File: config.mk
export PLATFORM = sky130hd
export DESIGN_NAME = step_cmd_sequencer
export DESIGN_NICKNAME = d
export VERILOG_FILES = /design/src/rtl/step_pkg.sv /design/src/rtl/step_cmd_fifo.sv /design/src/rtl/step_cmd_sequencer.sv
export SDC_FILE = /design/constraint.sdc
export NUM_CORES = 1
export LEC_CHECK = 0
export CORE_MARGIN = 2
export CORE_UTILIZATION = 35
export CTS_BUF_LIST = sky130_fd_sc_hd__clkbuf_16
export DETAILED_ROUTE_END_ITERATION = 16
export PLACE_DENSITY_LB_ADDON = 0.05
export SLEW_MARGIN = 20
export SYNTH_ARGS = -nofsm -noshare
export SYNTH_HDL_FRONTEND = slang
export SYNTH_SLANG_ARGS = --single-unit
File: constraint.sdc
create_clock -name clk -period 4.21 [get_ports clk]
set_input_delay 0.421 -clock clk [delete_from_list [all_inputs] [get_ports clk]]
set_output_delay 0.421 -clock clk [all_outputs]
set_load 0.02 [all_outputs]
File: src/rtl/step_pkg.sv
// -----------------------------------------------------------------------------
// step_pkg
// Shared types and constants for the step-counter command path.
//   cmd_op_e    : command opcodes (LOAD / STEP3 / STEP1 / HOLD)
//   C_*         : counter control encodings driven on c
//   cmd_t       : one queued command {op, arg}
//   ctrl_t      : registered counter-control bundle {load, count_en, c, data_in}
//   encode_cmd  : maps a command onto its counter-control values
//   first_rem   : initial repeat count for a command (LOAD always lasts 1 cycle)
// -----------------------------------------------------------------------------
package step_pkg;

    typedef enum logic [1:0] {
        OP_LOAD  = 2'd0,
        OP_STEP3 = 2'd1,
        OP_STEP1 = 2'd2,
        OP_HOLD  = 2'd3
    } cmd_op_e;

    localparam logic [1:0] C_PLUS3 = 2'b00;
    localparam logic [1:0] C_PLUS1 = 2'b01;
    localparam logic [1:0] C_HOLD  = 2'b11;

    typedef struct packed {
        cmd_op_e    op;
        logic [3:0] arg;
    } cmd_t;

    typedef struct packed {
        logic       load;
        logic       count_en;
        logic [1:0] c;
        logic [3:0] data_in;
    } ctrl_t;

    typedef enum logic {
        ST_IDLE = 1'b0,
        ST_RUN  = 1'b1
    } state_e;

    localparam ctrl_t CTRL_IDLE = '{load: 1'b0, count_en: 1'b0, c: C_HOLD, data_in: 4'd0};

    function automatic ctrl_t encode_cmd(input cmd_t cmd);
        ctrl_t ctrl;
        ctrl = '{load: 1'b0, count_en: 1'b1, c: C_HOLD, data_in: 4'd0};
        case (cmd.op)
            OP_LOAD: begin
                ctrl.load     = 1'b1;
                ctrl.count_en = 1'b0;
                ctrl.data_in  = cmd.arg;
            end
            OP_STEP3: ctrl.c = C_PLUS3;
            OP_STEP1: ctrl.c = C_PLUS1;
            default:  ctrl.c = C_HOLD;
        endcase
        return ctrl;
    endfunction

    // For repeating commands arg is "count minus one", so it is the number of
    // cycles still to run after the first one.
    function automatic logic [3:0] first_rem(input cmd_t cmd);
        return (cmd.op == OP_LOAD) ? 4'd0 : cmd.arg;
    endfunction

endpackage

File: src/rtl/step_cmd_fifo.sv
// -----------------------------------------------------------------------------
// step_cmd_fifo
// Synchronous command FIFO, DEPTH entries (power of 2, >= 2).
//   clk, reset        : clock, async active-low reset
//   flush             : synchronous clear of pointers and level (beats push/pop)
//   i_push/i_push_data: write request; ignored while full
//   i_pop             : read request; ignored while empty
//   o_pop_data        : entry at the read pointer (valid when !o_empty)
//   o_full, o_empty   : occupancy flags
//   o_level           : occupancy, 0..DEPTH
// -----------------------------------------------------------------------------
module step_cmd_fifo
    import step_pkg::*;
#(
    parameter  int DEPTH = 4,
    localparam int AW    = $clog2(DEPTH)
) (
    input  logic        clk,
    input  logic        reset,
    input  logic        flush,
    input  logic        i_push,
    input  cmd_t        i_push_data,
    input  logic        i_pop,
    output cmd_t        o_pop_data,
    output logic        o_full,
    output logic        o_empty,
    output logic [AW:0] o_level
);

    cmd_t          r_mem [DEPTH];
    logic [AW-1:0] r_wr_ptr;
    logic [AW-1:0] r_rd_ptr;
    logic [AW:0]   r_level;
    logic          w_push_ok;
    logic          w_pop_ok;

    assign o_full     = (r_level == (AW+1)'(DEPTH));
    assign o_empty    = (r_level == '0);
    assign o_level    = r_level;
    assign o_pop_data = r_mem[r_rd_ptr];

    assign w_push_ok = i_push && !o_full  && !flush;
    assign w_pop_ok  = i_pop  && !o_empty && !flush;

    // NOTE: the storage array has no reset; pointers and level alone say
    // which entries are live, so stale contents are never observed.
    always_ff @(posedge clk) begin
        if (w_push_ok) begin
            r_mem[r_wr_ptr] <= i_push_data;
        end
    end

    // Pointers wrap naturally because DEPTH is a power of 2.
    always_ff @(posedge clk or negedge reset) begin
        if (!reset) begin
            r_wr_ptr <= '0;
            r_rd_ptr <= '0;
            r_level  <= '0;
        end else if (flush) begin
            r_wr_ptr <= '0;
            r_rd_ptr <= '0;
            r_level  <= '0;
        end else begin
            if (w_push_ok) r_wr_ptr <= r_wr_ptr + 1'b1;
            if (w_pop_ok)  r_rd_ptr <= r_rd_ptr + 1'b1;
            case ({w_push_ok, w_pop_ok})
                2'b10:   r_level <= r_level + 1'b1;
                2'b01:   r_level <= r_level - 1'b1;
                default: r_level <= r_level;
            endcase
        end
    end

endmodule

File: src/rtl/step_cmd_sequencer.sv
// -----------------------------------------------------------------------------
// step_cmd_sequencer
// Queues step commands and replays each onto the 4-bit step counter's control
// inputs for its programmed number of cycles, back to back with no bubbles.
//   clk, reset          : clock, async active-low reset
//   flush               : synchronous clear of FIFO and FSM (drops a same-cycle push)
//   cmd_valid/cmd_ready : command handshake; cmd_ready = !full
//   cmd_op, cmd_arg     : opcode and argument (LOAD value or repeat count - 1)
//   load, count_en, c,
//   data_in             : registered counter controls
//   busy                : running a command or commands queued
//   level               : FIFO occupancy, 0..DEPTH
// -----------------------------------------------------------------------------
module step_cmd_sequencer
    import step_pkg::*;
#(
    parameter  int DEPTH = 4,
    localparam int AW    = $clog2(DEPTH)
) (
    input  logic        clk,
    input  logic        reset,
    input  logic        flush,
    input  logic        cmd_valid,
    output logic        cmd_ready,
    input  logic [1:0]  cmd_op,
    input  logic [3:0]  cmd_arg,
    output logic        load,
    output logic        count_en,
    output logic [1:0]  c,
    output logic [3:0]  data_in,
    output logic        busy,
    output logic [AW:0] level
);

    state_e     r_state;
    state_e     w_state_nxt;
    logic [3:0] r_rem;
    logic [3:0] w_rem_nxt;
    ctrl_t      r_ctrl;
    ctrl_t      w_ctrl_nxt;

    cmd_t        w_push_cmd;
    cmd_t        w_head;
    logic        w_pop;
    logic        w_full;
    logic        w_empty;
    logic [AW:0] w_level;

    assign w_push_cmd = '{op: cmd_op_e'(cmd_op), arg: cmd_arg};

    step_cmd_fifo #(.DEPTH(DEPTH)) u_fifo (
        .clk         (clk),
        .reset       (reset),
        .flush       (flush),
        .i_push      (cmd_valid),
        .i_push_data (w_push_cmd),
        .i_pop       (w_pop),
        .o_pop_data  (w_head),
        .o_full      (w_full),
        .o_empty     (w_empty),
        .o_level     (w_level)
    );

    // State and output registers.
    // NOTE: sequential state uses non-blocking assignments so every register
    // samples the pre-edge values regardless of block ordering.
    always_ff @(posedge clk or negedge reset) begin
        if (!reset) begin
            r_state <= ST_IDLE;
            r_rem   <= '0;
            r_ctrl  <= CTRL_IDLE;
        end else begin
            r_state <= w_state_nxt;
            r_rem   <= w_rem_nxt;
            r_ctrl  <= w_ctrl_nxt;
        end
    end

    // Next-state logic. A pop happens whenever the current command is on its
    // last cycle (or there is none), so queued commands follow with no gap.
    always_comb begin
        // NOTE: every signal gets a default first so no path infers a latch.
        w_state_nxt = r_state;
        w_rem_nxt   = r_rem;
        w_ctrl_nxt  = r_ctrl;
        w_pop       = 1'b0;

        if (flush) begin
            w_state_nxt = ST_IDLE;
            w_rem_nxt   = '0;
            w_ctrl_nxt  = CTRL_IDLE;
        end else if (!w_empty && (r_state == ST_IDLE || r_rem == '0)) begin
            w_pop       = 1'b1;
            w_state_nxt = ST_RUN;
            w_rem_nxt   = first_rem(w_head);
            w_ctrl_nxt  = encode_cmd(w_head);
        end else if (r_state == ST_RUN) begin
            if (r_rem != '0) begin
                w_rem_nxt = r_rem - 1'b1;
            end else begin
                w_state_nxt = ST_IDLE;
                w_ctrl_nxt  = CTRL_IDLE;
            end
        end
    end

    // Output logic.
    always_comb begin
        load      = r_ctrl.load;
        count_en  = r_ctrl.count_en;
        c         = r_ctrl.c;
        data_in   = r_ctrl.data_in;
        level     = w_level;
        cmd_ready = !w_full;
        busy      = (r_state == ST_RUN) || (w_level != '0);
    end

endmodule
* Yosys cells after proc, flatten, opt, wreduce, memory -nomap -nowiden
Memory sizes are Yosys's and may differ from the RTL's.
Cells that the tools add are included.
** Storage, ports and cells
- Bits in registers :: 20
- Output and inout bits :: 13
- Word-level logic and storage cells :: 70
- Memories kept :: 1
- Input port bits :: 10
- Bits in writable memories :: 24
** Memories
- u_fifo.r_mem :: words 4, width 6, read ports 1, clocked after Yosys merged registers in 0, write ports 1, line step_cmd_fifo.sv:30 : cmd_t r_mem [DEPTH];
** Cells by class
- Eq/ne operators :: 6
- Bitwise operators :: 1
- Mux-type cells :: 26
- Reduce and logical (&&, ||, !) cells :: 22
- $add $sub $neg :: 5
** Operator list (number)
- two-way mux 8 bit :: 4
- two-way mux 4 bit :: 6
- nonzero test 3 bit :: 4
- two-way mux 2 bit :: 5
- two-way mux 1 bit :: 8
- one-hot mux 3 bit (2 select lines) :: 1
- logical AND 1 bit :: 5
- adder 2 x 1 -> 2 bit (second input constant) :: 2
- == test 2 x 1 -> 1 bit (second input constant) :: 2
- == test 2 bit (second input constant) :: 2
- zero test 4 bit :: 1
- one-hot mux 2 bit (2 select lines) :: 1
- AND reduction 2 bit :: 2
- nonzero test 2 bit :: 2
- nonzero test 4 bit :: 1
- subtractor 4 x 1 -> 4 bit (second input constant) :: 1
- adder 3 x 1 -> 3 bit (second input constant) :: 1
- == test 3 bit (second input constant) :: 1
- zero test 1 bit :: 3
- zero test 3 bit :: 1
- two-way mux 3 bit :: 1
- inequality test 3 bit (second input constant) :: 1
- subtractor 3 x 1 -> 3 bit (second input constant) :: 1
- zero test 2 bit :: 1
- 2 further kinds :: 3

* Longest topological paths before layout
- Word-level depth :: 10
- Gate-level depth with buffers :: 11
- Depth with buffers taken out :: 10

* Cells and area by module
From an unflattened synthesis, not the netlist that was laid out.
** Second synthesis, totals
- Cells, all modules :: 165
- Area, all modules :: 2162.1 um^2
** By module, submodules not included
- step_cmd_fifo :: times used 1, cells an instance 97, seq. area each 895.9 um^2, area an instance 1435.1 um^2
- step_cmd_sequencer :: times used 1, cells an instance 68, seq. area each 327.8 um^2, area an instance 726.9 um^2

* Worst setup path before layout
OpenSTA, ideal clock, no wires.
- Kind :: reg2reg
- Start :: register u_fifo.r_level[1] (netlist: u_fifo.o_level[1])
- End :: register u_fifo.r_level[1] (netlist: u_fifo.o_level[1])
- Buffers on the path :: 1
- Slack :: 1.698 ns
- Arrival :: 2.376 ns
- Stages on the path, launching flop included :: 10
- Setup time :: 0.137 ns
- Required time :: 4.073 ns
- Period minus slack after synthesis :: 2.512 ns
- Cell sequence :: dfrtp_1 -> clkbuf_1 -> or3b_2 -> nand2_1 -> and3b_1 -> fa_1 -> mux2i_1 -> a21oi_1 -> a31oi_1 -> o32ai_1
** Between the ends
- Elaborated cells between the ends (all ways) :: 18
- Those cells by class :: add/sub: 2; eq/ne: 3; mux: 4; reduce/logical: 9
** RTL lines
- start: declaration :: line step_cmd_fifo.sv:33 : logic [AW:0] r_level;
- start signal: assignment :: line step_cmd_fifo.sv:67 : 2'b10: r_level <= r_level + 1'b1;
- start signal: assignment :: line step_cmd_fifo.sv:68 : 2'b01: r_level <= r_level - 1'b1;
- start signal: assignment :: line step_cmd_fifo.sv:69 : default: r_level <= r_level;
- == test 3 bit * :: line step_cmd_fifo.sv:37 : assign o_full = (r_level == (AW+1)'(DEPTH));
- zero test 1 bit *
- net cmd_ready :: line step_cmd_sequencer.sv:24 : output logic cmd_ready,
- logical AND 1 bit * (2 in a row) :: line step_cmd_fifo.sv:42 : assign w_push_ok = i_push && !o_full && !flush;
- == test 2 x 1 -> 1 bit / == test 2 bit (equally long branches) :: line step_cmd_fifo.sv:66 : case ({w_push_ok, w_pop_ok})
- one-hot mux 3 bit (2 select lines) :: line step_cmd_fifo.sv:66
- two-way mux 3 bit :: line step_cmd_fifo.sv:59 : end else if (flush) begin
Mark *: on every way through the listed nets, which the timed path passes. The rest lies on a longest branch.
A chain may end at the register's enable or synchronous reset.

* Final worst setup path
- Start :: register r_rem[0]
- End :: register u_fifo.r_level[1] (netlist: u_fifo.o_level[1])
** Between the ends
- Cells in the longest elaborated chain, start to end :: 10
- Elaborated cells between the ends (all ways) :: 12
- Those cells by class :: eq/ne: 2; mux: 4; reduce/logical: 6
** Ends and longest elaborated chain
- start: declaration :: line step_cmd_sequencer.sv:37 : logic [3:0] r_rem;
- start signal: assignment :: line step_cmd_sequencer.sv:74 : r_rem <= w_rem_nxt;
- zero test 4 bit * :: line step_cmd_sequencer.sv:92 : end else if (!w_empty && (r_state == ST_IDLE || r_rem == '0)) begin
- logical OR 1 bit * :: line step_cmd_sequencer.sv:92
- logical AND 1 bit * :: line step_cmd_sequencer.sv:92
- two-way mux 1 bit * :: line step_cmd_sequencer.sv:92
- two-way mux 1 bit * :: line step_cmd_sequencer.sv:88 : if (flush) begin
- logical AND 1 bit * (2 in a row) :: line step_cmd_fifo.sv:43 : assign w_pop_ok = i_pop && !o_empty && !flush;
- == test 2 x 1 -> 1 bit / == test 2 bit (equally long branches) :: line step_cmd_fifo.sv:66
- one-hot mux 3 bit (2 select lines) :: line step_cmd_fifo.sv:66
- two-way mux 3 bit :: line step_cmd_fifo.sv:59
Every way passes the cells marked *; elsewhere a longest branch is shown, timed or not.

==> flow_summary.ini <==
[run_status]
status = finished, final reports clean

[final_layout]
final_common_cell = edfxtp_1
instances_no_fill = 256
post_layout_net_count = 199
flow.area_growth_from_synthesis_pct = 21.0
insertedDiodeCount = 0
layout_common_cells = edfxtp_1 (24), clkdlybuf4s50_1 (21), dfrtp_1 (18)
post_route_cells_drive_above_1_share = 0.127

[floorplanning]
design.core.area_mm2 = 0.00589
die_area_mm2 = 0.00667
effective_utilization_at_floorplan = 0.359
fp-row-count = 28
die_height_um = 81.7
num_io_pins = 23
die_w_um = 81.7

[global_route]
first_global_vias = 1316
groute.usage.overall = 0.144
grt-ovfl-total = 0
antenna_found_initial = 0
grt_start_max_net_pins = 23
grt_pass1_wl_um = 7000

[logic_synthesis]
netlist_instances = 159
synth.yosys.seq_area_share = 0.579
dominant_combinational_cell_family_by_area_after_synthesis = simple AND/OR/NAND/NOR gates
synth_nets = 178
synthFlopType = edfxtp_1
syn_area_mm2 = 0.00211
synth_xor_xnor_area_share = 0.0166
synth_top_cell_area_share = 0.341
post_synth.cell_area_avg_um2 = 13.3
synth_compound_gate_area_share = 0.114
muxShareOfSynthArea = 0.0788
synth-seq-cells = 44
count_of_flip_flops_with_a_built_in_enable_after_synthesis = 24
post_synthesis_async_set_or_reset_flop_share = 0.455
post_synth_top_area_cell = edfxtp_1
post_synth_fa_ha_maj_area_fraction = 0.0569
ys.warnings.count = 0
synth_simple_gate_area_frac = 0.118
post_synth_main_area_contributors = edfxtp_1 (34%), dfrtp_1 (21%), mux4_2 (6.4%), ha_1 (4.7%), dfstp_2 (2.5%)
netlist-cell-type-count = 45

[clock_tree]
cts_resized = 0
worst_skew_pair.late_latency_ps = 280
worst_setup_hold_path_clk_slew_ps = 60
cts.sink_count = 44
ctsLongestPathBuffers = 2
cts_max_level = 2
clockRootBuffer = clkbuf_16
cts_setup_buffers = 0
cts_tree = built
tritoncts.num_buffers = 5
postCtsHoldBufs = 0

[drt]
post-route-drc-count = 0
drt-vias-per-instance = 5.40
final_routed_wire_length_divided_by_cell_count_um = 16.8
finalWirelength_um = 4290
route.vias.total = 1383
detail_route.first_pass.iterations = 4
drt_first_iter_violations = 127
drt.antenna.violating_nets = 0

[run]
max_cap_viol_count = 0

[sta]
slew_violations = 0
post-route-period-util = 0.677
timing.clock.skew_ps = 3.73
total_of_endpoints_with_negative_setup_slack_in_the_final_report = 0
period_needed_ps = 2850
final-hold-violation-count = 0
worst-slew-pin-transition_ps = 571
fmaxAchievable_mhz = 351
headroom_to_the_max_slew_limit = 0.617
fin_tns_setup_ps = 0
rsz0062_at_grt = no

[min_path]
worst_hold_path_type = input pin to asynchronous set/reset pin

[worst_setup_path]
endpoint_arrival_time_on_the_critical_path_ps = 3000
path_class = flop to flop
reg2reg_slack_ps = 1360
rr_worst_depth = 10
setup.worst_path.start_class = flop
setup.worst_path.start = r_rem[0]
r2r_start = r_rem[0]
critical_path_required_ps = 4360
worstSetupEndpointType = flop
critPathMaxFanout = 10
worst_setup_path_endpoint = u_fifo.o_level[1]
capture_point_of_the_worst_reg_to_reg_path = u_fifo.o_level[1]

[power_and_ir_drop]
power.ir.vdd_worst_mv = 0.240
power.density_cell_area_mw_per_mm2 = 681
power.leakage_nw = 0.959

[place]
gpl.final_weighted_congestion = 0.735
numPlacedInstances = 248
half_perimeter_wire_length_after_detailed_placement_um = 3030
place.port_buffers = 22
## sequential cells by signal, indices dropped and copies added (netlist names)
| name | cells |
|---|---|
| c | 2 |
| load | 1 |
| r_rem | 4 |
| u_fifo.r_mem | 24 |
| data_in | 4 |
| u_fifo.r_rd_ptr | 2 |
| u_fifo.o_level | 3 |
| r_state | 1 |
| count_en | 1 |
| u_fifo.r_wr_ptr | 2 |
## report_power, final
| group | leakage, nW | total, mW | internal [mW] | switching, mW |
|---|---|---|---|---|
| combinational | 0.397 | 0.654 | 0.295 | 0.360 |
| sequential | 0.482 | 0.644 | 0.537 | 0.107 |
| clock | 0.0804 | 0.441 | 0.282 | 0.160 |
| total | 0.959 | 1.74 | 1.11 | 0.626 |
## Yosys cell counts, types with 3 or more instances
cell type and n:
a22o_1 4, edfxtp_1 24, dfrtp_1 18, xnor2_1 4, and2_1 5, nand2b_1 6
nor2_1 9, inv_1 9, a211oi_1 4, clkbuf_1 5, a21oi_1 5, mux4_2 6
nand2_1 4, ha_1 8, nor3_1 3, nand3_1 5
## routing by layer
metal | track usage | up-vias | part of all wire
met3 | 0.0330 | 2 | 0.041
met4 | 0.0400 | 0 | 0.0068
met1 | 0.200 | 697 | 0.46
met2 | 0.226 | 36 | 0.49
met5 | 0 | - | 0
li1 | - | 648 | -
## kinds of logic after synthesis
kind of cell	count (synthesis)
AO/OA/AOI/OAI	32
XOR/XNOR	4
adder cells (fa/ha/maj)	9
buffers and inverters	18
flip-flops	44
multiplexers	9
AND/OR/NAND/NOR	43
## how the worst min path moves through the flow
stage	end
2_1_floorplan	count_en
6_report	r_rem[3]
5_1_grt	r_rem[3]
3_3_place_gp	load
4_1_cts	load
3_5_place_dp	load
## cell type report
type | count | area (um2)
fillers | 565 | 3330
flip-flops and latches | 44 | 1220
multi-input cells | 97 | 811
repair buffers | 23 | 223
clock buffers | 5 | 125
well taps | 75 | 93.8
clock inverters | 3 | 46.3
inverters | 9 | 33.8
## per-stage QoR
stage / setup WS, ps / area [um2] / hold slack [ps] / total power, mW / util
final: 1360 / 2560 / 92.3 / 1.74 / 0.434
after global routing: 1190 / 2560 / 133 / 1.85 / 0.434
after CTS: 1380 / 2560 / 484 / 1.76 / 0.435
after detailed placement: 1340 / 2390 / 470 / 1.31 / 0.406
after global placement: 1360 / 2390 / 467 / 1.30 / 0.406
after floorplan: 1700 / 2110 / 125 / 1.12 / -
## worst max-delay path, stage by stage (launching register included)
cell and delay, ps:
dfrtp_1 420, inv_1 100, ha_1 150, or3b_1 520, a21oi_2 410, and3b_1 230
fa_1 430, mux2i_1 150, a21oi_1 50, a31oi_1 160, o32ai_1 90
Note: power is estimated with default switching activity, not from simulation.
